--- config.mk ---
export PLATFORM = sky130hd
export DESIGN_NAME = pc_sequencer
export DESIGN_NICKNAME = d
export VERILOG_FILES = /design/src/rtl/pc_sequencer_pkg.sv /design/src/rtl/pc_next_sel.sv /design/src/rtl/pc_sequencer.sv
export SDC_FILE = /design/constraint.sdc
export NUM_CORES = 1
export LEC_CHECK = 0
export ABC_AREA = 1
export ABC_CLOCK_PERIOD_IN_PS = 4250
export CAP_MARGIN = 20
export CELL_PAD_IN_SITES_DETAIL_PLACEMENT = 0
export CELL_PAD_IN_SITES_GLOBAL_PLACEMENT = 1
export CORE_MARGIN = 10
export CORE_UTILIZATION = 37
export DETAILED_ROUTE_END_ITERATION = 12
export PLACE_DENSITY = 0.95
export SLEW_MARGIN = 20
export SYNTH_ARGS = -nofsm -noshare
export SYNTH_HDL_FRONTEND = slang
export SYNTH_SLANG_ARGS = --single-unit
--- constraint.sdc ---
create_clock -name clk -period 4.25 [get_ports clk]
set_input_delay 1.275 -clock clk [delete_from_list [all_inputs] [get_ports clk]]
set_output_delay 1.275 -clock clk [all_outputs]
set_load 0.03 [all_outputs]
--- src/rtl/pc_sequencer_pkg.sv ---
// pc_sequencer_pkg: shared state encodings and default addresses for the fetch-stage PC sequencer.
package pc_sequencer_pkg;
    typedef enum logic [1:0] {
        PCSEQ_IDLE  = 2'd0,
        PCSEQ_REQ   = 2'd1,
        PCSEQ_HAVE  = 2'd2,
        PCSEQ_DRAIN = 2'd3
    } pcseq_state_e;
    localparam logic [31:0] RESET_PC_DFLT   = 32'h0000_3000;
    localparam logic [31:0] EXC_VECTOR_DFLT = 32'h0000_4180;
endpackage

--- src/rtl/pc_next_sel.sv ---
// pc_next_sel: next-PC priority mux (flush, pending redirect, D-stage redirect, sequential +4).
module pc_next_sel (
    input  logic        flush,
    input  logic [31:0] flush_target,
    input  logic        pend_valid,
    input  logic [31:0] pend_target,
    input  logic        d_redirect,
    input  logic [31:0] d_target,
    input  logic [31:0] pc,
    output logic [31:0] next_pc
);
    assign next_pc = flush      ? flush_target :
                     pend_valid ? pend_target  :
                     d_redirect ? d_target     : pc + 32'd4;
endmodule

--- src/rtl/pc_sequencer.sv ---
// pc_sequencer: F-stage PC register and imem handshake with delay-slot-correct redirects.
// Optional exception/eret flush support is enabled by defining EXC_EN.
module pc_sequencer
    import pc_sequencer_pkg::*;
#(
    parameter logic [31:0] RESET_PC = RESET_PC_DFLT
`ifdef EXC_EN
    ,
    parameter logic [31:0] EXC_VECTOR = EXC_VECTOR_DFLT
`endif
) (
    input  logic        clk,
    input  logic        reset_n,
`ifdef EXC_EN
    input  logic        exc_req,
    input  logic        eret_req,
    input  logic [31:0] epc,
`endif
    input  logic        d_redirect,
    input  logic [31:0] d_target,
    input  logic        f_ready,
    output logic        imem_req,
    output logic [31:0] imem_addr,
    input  logic        imem_ack,
    input  logic [31:0] imem_rdata,
    output logic        f_valid,
    output logic [31:0] f_instr,
    output logic [31:0] f_pc
);
    pcseq_state_e state, state_next;
    logic [31:0] next_pc, pend_target, flush_target;
    logic        pend_valid, transfer, flush;

    assign transfer = state == PCSEQ_HAVE && f_ready;
    assign f_valid  = state == PCSEQ_HAVE;
    assign imem_req = state == PCSEQ_REQ || state == PCSEQ_DRAIN;

`ifdef EXC_EN
    logic [31:0] drain_addr;
    assign flush        = exc_req || eret_req;
    assign flush_target = exc_req ? EXC_VECTOR : epc;
    // f_pc already points at the flush target while draining, so the old address is kept here
    assign imem_addr    = state == PCSEQ_DRAIN ? drain_addr : f_pc;
    always_ff @(posedge clk or negedge reset_n) begin
        if (!reset_n)
            drain_addr <= RESET_PC;
        else if (state == PCSEQ_REQ && flush && !imem_ack)
            drain_addr <= f_pc;
    end
`else
    assign flush        = 1'b0;
    assign flush_target = '0;
    assign imem_addr    = f_pc;
`endif

    pc_next_sel u_next_sel (
        .flush        (flush),
        .flush_target (flush_target),
        .pend_valid   (pend_valid),
        .pend_target  (pend_target),
        .d_redirect   (d_redirect),
        .d_target     (d_target),
        .pc           (f_pc),
        .next_pc      (next_pc)
    );

    always_comb begin
        state_next = state;
        case (state)
            PCSEQ_IDLE:  state_next = PCSEQ_REQ;
            PCSEQ_REQ:   state_next = flush ? (imem_ack ? PCSEQ_REQ : PCSEQ_DRAIN)
                                            : (imem_ack ? PCSEQ_HAVE : PCSEQ_REQ);
            PCSEQ_HAVE:  state_next = (flush || f_ready) ? PCSEQ_REQ : PCSEQ_HAVE;
`ifdef EXC_EN
            PCSEQ_DRAIN: state_next = imem_ack ? PCSEQ_REQ : PCSEQ_DRAIN;
`endif
            default:     state_next = PCSEQ_IDLE;
        endcase
    end

    always_ff @(posedge clk or negedge reset_n) begin
        if (!reset_n) begin
            state       <= PCSEQ_IDLE;
            f_pc        <= RESET_PC;
            f_instr     <= '0;
            pend_valid  <= 1'b0;
            pend_target <= '0;
        end else begin
            state <= state_next;
            if (flush || transfer)
                f_pc <= next_pc;
            if (state == PCSEQ_REQ && imem_ack && !flush)
                f_instr <= imem_rdata;
            // a redirect seen before its delay slot is handed over waits here
            if (flush || transfer)
                pend_valid <= 1'b0;
            else if (d_redirect) begin
                pend_valid  <= 1'b1;
                pend_target <= d_target;
            end
        end
    end
endmodule

==> results of run 1 <==
## state kept, by name (all words and copies together) (netlist names)
signal	flops
f_pc	32
state	2
pend_target	32
f_instr	32
pend_valid	1
## metal layers
metal  up-vias  track usage  wire length, um
li1       2162            -                -
met1      2183        0.171             5910
met2       187        0.249             7150
met3        29       0.0698             1740
met4         0       0.0641              408
met5         -            0                0
## logic make-up (layout without fill, tap and decap cells)
group | Yosys count | count (layout) | share of synthesized area
muxes | 50 | 50 | 0.106
AOI/OAI and AO/OA | 86 | 86 | 0.107
xor gates and xnor gates | 3 | 3 | 0.00495
buffers and inverters | 110 | 243 | 0.107
adders and majority gates | 1 | 1 | 0.00236
DFF | 99 | 99 | 0.468
and+or+nand+nor | 232 | 232 | 0.204
## power by group
| part | leakage (nW) | internal, mW | switching [mW] |
|---|---|---|---|
| Clock | 0.165 | 0.545 | 0.340 |
| Sequential | 1.14 | 1.32 | 0.371 |
| Combinational | 1.83 | 1.24 | 1.76 |
| Total | 3.14 | 3.10 | 2.47 |
## placed cells by master (no fill, tap or decap), types with 3 or more instances in the layout
cell type and instances:
clkdlybuf4s50_1 165, nand2_1 119, dfrtp_1 97, inv_1 52
nand3_1 42, nor2_1 39, mux2_2 36, a221oi_1 17
o21ai_0 14, mux2_1 14, o21ai_1 13, a21oi_1 12
a22oi_1 10, clkbuf_16 9, nand2_2 8, a21boi_1 8
nor2_4 7, nor2_2 6, buf_4 6, a211oi_1 4
inv_2 3, a31oi_1 3, nand2_4 3, xor2_1 3
clkinv_2 3
## worst max-delay path, stage by stage
cell             delay (ns)
clkdlybuf4s50_1        0.60
inv_2                  0.05
nor2_2                 0.78
inv_2                  0.27
o21ai_0                0.28
a31oi_1                0.06
o21ai_0                0.19
## cell type report
cell class,instances,area share
sequential,99,0.344
multi-input combinational,372,0.313
timing repair buffer,172,0.237
clock buffer,11,0.0351
tap,180,0.0313
inverter,55,0.0287
clock inverter,5,0.0104
## worst max-delay path by stage
stage / to / slack, ns / cells past startpoint
floorplan: f_instr[10] / 2.13 / 3
global placement: f_pc[4] / 0.83 / 7
detailed placement: f_pc[4] / 0.70 / 7
CTS: f_pc[4] / 1.05 / 7
global route: f_pc[4] / 0.85 / 7
finish: f_pc[4] / 0.99 / 7
## synth_stat cells (3+ instances only)
master    instances  area (um2)
inv_1            52         195
a21boi_1          8        60.1
a31oi_1           3        18.8
buf_4            35         263
o21ai_1          13        65.1
mux2_1           14         158
nor2_1           39         146
dfrtp_1          97        2430
a22oi_1          10        75.1
o21ai_0          14        70.1
mux2_2           36         405
nand2_2           8        50.1
nor2_2            6        37.5
nor2_4            7        78.8
a211oi_1          4        30.0
nand2_1         119         447
a21oi_1          12        60.1
clkbuf_1          7        26.3
xor2_1            3        26.3
nand3_1          42         210
inv_2             3        11.3
buf_2            12        60.1
nand2_4           3        33.8
a221oi_1         17         149
## through the flow
stage / power, mW / hold WS, ns / instances / utilization / instance area [um2]
floorplan: 3.63 / 0.442 / 581 / - / 5300
global placement: 4.66 / 0.458 / 878 / 0.491 / 6870
detailed placement: 4.72 / 0.463 / 878 / 0.491 / 6870
CTS: 5.64 / 0.479 / 894 / 0.515 / 7200
global route: 5.91 / 0.499 / 894 / 0.515 / 7200
finish: 5.57 / 0.476 / 894 / 0.515 / 7200
==> results.ini, run 1 <==
[drt]
drt_first_pass_iters=5
drt-initial-drc-count=184
num_vias=4561
avgRoutedWirePerCell_um=17.0
vias_per_cell=5.10
drcViolationCount=0
wirelength_um=15200
ant_nets=0

[yosys]
synth_edf_count=0
ys_warn_count=0
synth.distinct_cells=37
ys.flop_type=dfrtp_1
synth_area_per_cell_um2=9.13
ys_ff_latch=99
async_flop_share=1.00
synth_area_um2=5300
synthCells=581
seq_area_frac_synth=0.468
syn_nets=651

[clock_network]
postCtsSetupBuffers=0
numCtsBuffers=9
clk_latency_ns=0.34
clkSinkCount=99
cts_tree=built
htree_levels=3
cts_buffer_depth=2
cts_resized=0
cts_root_buffer=clkbuf_16
cts_hold_buf=0
clkTransAtPathRegs_ns=0.06

[worst_setup_path]
reg2reg_from=pend_valid
critical_path.max_fanout=22
endpoint_kind=flip-flop
r2r_cells=5
r2r_end=f_pc[4]
reg2reg_slack_ns=2.14
start_kind=input pin
cp_data_required_time_ns=4.51
critical_path_arrival_ns=3.51
startpoint=d_redirect
crit_type=input pin to flip-flop

[hold_path]
worstHoldPathCells=2
hold_start=pend_target[1]
whs_endpoint=pend_target[1]
hold_class=flip-flop to flip-flop

[placed_design]
port_buffers=166
dp_slack_ns=0.699
place.gp.congestion=0.856
post-dp-hpwl_um=11600

[global_routing]
grt_pass1_wl_um=24800
grt-ovfl-total=0
first_global_vias=4807
antenna_found_initial=0
grt_max_degree=87
track_usage=0.154

[floorplan]
start_util=0.379
die_w_um=140
core_um2=14000
io_pins=167
placementRows=43
die_y_um=140
dieArea_um2=19500

[final_layout]
drive_gt1_frac=0.130
regArea_um2=2480
final_net_count=779
multi_input_area_um2=2250
area_growth_pct=35.8
fillers=1267
antenna_cells=0

[outcome]
outcome=finished, final reports clean

[timing]
fin_setup_tns_ns=0
min_period_ns=3.26
worst_pin_slew_ns=1.03
relSlewSlack=0.313
finalCritPeriodShare=0.766
worst_slack_ns=0.994
finalHoldViolations=0
rsz0062_at_grt=false
skew_ns=0.00566
report.final.slew_viol_count=0
max_freq_mhz=307
setup_viol=0

[flow_run]
drv_cap=0

[power]
leakage_nw=3.14
p_per_area_nw_per_um2=773
vdd_drop_max_mv=0.396

Power figures use the tool's default switching activity.
==> run 2, diff against run 1 <==
--- a/config.mk
+++ b/config.mk
@@ -6,14 +6,14 @@
 export NUM_CORES = 1
 export LEC_CHECK = 0
 export ABC_AREA = 1
-export ABC_CLOCK_PERIOD_IN_PS = 4250
+export ABC_CLOCK_PERIOD_IN_PS = 3100
 export CAP_MARGIN = 20
 export CELL_PAD_IN_SITES_DETAIL_PLACEMENT = 0
 export CELL_PAD_IN_SITES_GLOBAL_PLACEMENT = 1
 export CORE_MARGIN = 10
-export CORE_UTILIZATION = 37
+export CORE_UTILIZATION = 35
 export DETAILED_ROUTE_END_ITERATION = 12
-export PLACE_DENSITY = 0.95
+export PLACE_DENSITY = 0.91
 export SLEW_MARGIN = 20
 export SYNTH_ARGS = -nofsm -noshare
 export SYNTH_HDL_FRONTEND = slang
==> constraint.sdc (replaced) <==
create_clock -name clk -period 3.1 [get_ports clk]
set_input_delay 0.93 -clock clk [delete_from_list [all_inputs] [get_ports clk]]
set_output_delay 0.93 -clock clk [all_outputs]
set_load 0.03 [all_outputs]
==> results.ini, run 2 (synthesis results as in run 1) <==
[drt]
drt-initial-drc-count=354  ; +92%
drcViolationCount=0  ; unchanged
vias_per_cell=5.01  ; -1.8%
drt_first_pass_iters=5  ; unchanged
num_vias=4508  ; -1.2%
avgRoutedWirePerCell_um=17.4  ; +2.3%
ant_nets=0  ; unchanged
wirelength_um=15700  ; +3.0%

[timing]
skew_ns=0.00675  ; +0.00109 ns
max_freq_mhz=385
worst_pin_slew_ns=0.655  ; -0.374 ns
relSlewSlack=0.563  ; +0.250
setup_viol=0  ; unchanged
min_period_ns=2.60
fin_setup_tns_ns=0  ; unchanged
report.final.slew_viol_count=0  ; unchanged
finalHoldViolations=0  ; unchanged
rsz0062_at_grt=false
whs_ns=0.483  ; +0.00673 ns
finalCritPeriodShare=0.838

[floorplan]
start_util=0.361  ; -0.0183
die_w_um=143  ; +2.4%
core_um2=14700  ; +5.1%
dieArea_um2=20500  ; +4.9%
die_y_um=143  ; +2.4%
placementRows=44  ; +2.3%
io_pins=167  ; unchanged

[clock_network]
cts_hold_buf=0  ; unchanged
cts_resized=0  ; unchanged
htree_levels=3  ; unchanged
cts_buffer_depth=2  ; unchanged
cts_root_buffer=clkbuf_16
clkSinkCount=99  ; unchanged
clkTransAtPathRegs_ns=0.07  ; about the same
numCtsBuffers=9  ; unchanged
clk_latency_ns=0.35  ; about the same
cts_tree=built
postCtsSetupBuffers=0  ; unchanged

[power]
p_per_area_nw_per_um2=1060  ; +37%
pwr-share-comb=0.536  ; -0.002
p_sw_mw=3.43  ; +39%
netSwitchingFraction=0.446  ; +0.00275
clkPwrFrac=0.162  ; +0.003
vdd_drop_max_mv=0.547  ; +38%
p_seq_frac=0.303  ; about the same
finalPower_mw=7.70  ; +38%
leakage_nw=3.15  ; +0.35%
internal-power_mw=4.26  ; +38%

[final_layout]
area_growth_pct=36.6
largestRegisters=f_instr x32, f_pc x32, pend_target x32
final_net_count=781  ; +0.26%
antenna_cells=0  ; unchanged
drive_gt1_frac=0.131  ; +0.00103
mostFrequentLayoutCell=clkdlybuf4s50_1
mostFrequentLayoutCells=clkdlybuf4s50_1, nand2_1, dfrtp_1, inv_1, nand3_1
final_core_util=0.493  ; -0.0220

[global_routing]
antenna_found_initial=0  ; unchanged
grt_max_degree=51  ; -41%
grt_pass1_wl_um=25200  ; +1.5%
track_usage=0.154  ; +0.000214
grt-ovfl-total=0  ; unchanged
first_global_vias=4736  ; -1.5%

[worst_setup_path]
crit_type=flip-flop to output port
crit_buf_inv=1  ; -2
path_delay_family=buffers and inverters
critical_path_arrival_ns=1.67  ; -1.84 ns
cp_slowest_cell=clkdlybuf4s50_1
endpoint_kind=output port
start_kind=flip-flop
cp_cell_sequence=clkdlybuf4s50_1
cp_data_required_time_ns=2.17  ; -2.34 ns
cp_slowest_stage_delay_ns=0.76  ; -0.02 ns
critical_path.max_fanout=7  ; -68%

[placed_design]
place.gp.congestion=0.860  ; +0.46%
port_buffers=166  ; unchanged
post-dp-hpwl_um=12100  ; +3.8%

[flow_run]
drv_cap=0  ; unchanged

[hold_path]
hold_class=flip-flop to flip-flop

[outcome]
outcome=finished, final reports clean

run 2: final cells by class:
cell class              instances  area (um2)
well taps                     184         230
fillers                      1315        7450
multi-input cells             372        2250
clock inverters                 4        72.6
repair buffers                174        1740
flip-flops and latches         99        2480
inverters                      55         206
clock buffers                  12         256
run 2: power groups by stage:
stage	Combinational, mW	Sequential (mW)	Clock, mW
6_report	4.12	2.33	1.24
5_1_grt	4.42	2.41	1.32
4_1_cts	4.17	2.33	1.27
3_5_place_dp	4.16	2.35	0
3_3_place_gp	4.10	2.31	0
2_1_floorplan	1.97	3.01	0
run 2: path summary, 6_finish.rpt:
path,start,end,slack [ns],cells past startpoint
worst max-delay path,f_pc[17],imem_addr[17],0.50,1
worst min-delay path,pend_target[0],pend_target[0],0.48,2
worst max register to register,pend_valid,f_pc[19],1.30,4
worst min register to register,pend_target[0],pend_target[0],0.48,2
max in group asynchronous,reset_n,f_pc[12],1.71,2
min in group asynchronous,reset_n,pend_target[3],0.62,1
run 2: per-stage QoR:
stage               setup slack, ns  area (um2)  std cells
floorplan                      1.32        5300        581
finish                        0.501        7240        900
detailed placement            0.542        6920        884
global placement              0.593        6920        884
global route                  0.437        7240        900
CTS                           0.501        7240        900
run 2: routing by layer:
| layer | part of all wire | global-route usage |
|---|---|---|
| met1 | 0.41 | 0.185 |
| met2 | 0.46 | 0.246 |
| met3 | 0.11 | 0.0683 |
| met4 | 0.012 | 0.0385 |
| met5 | 0 | 0 |
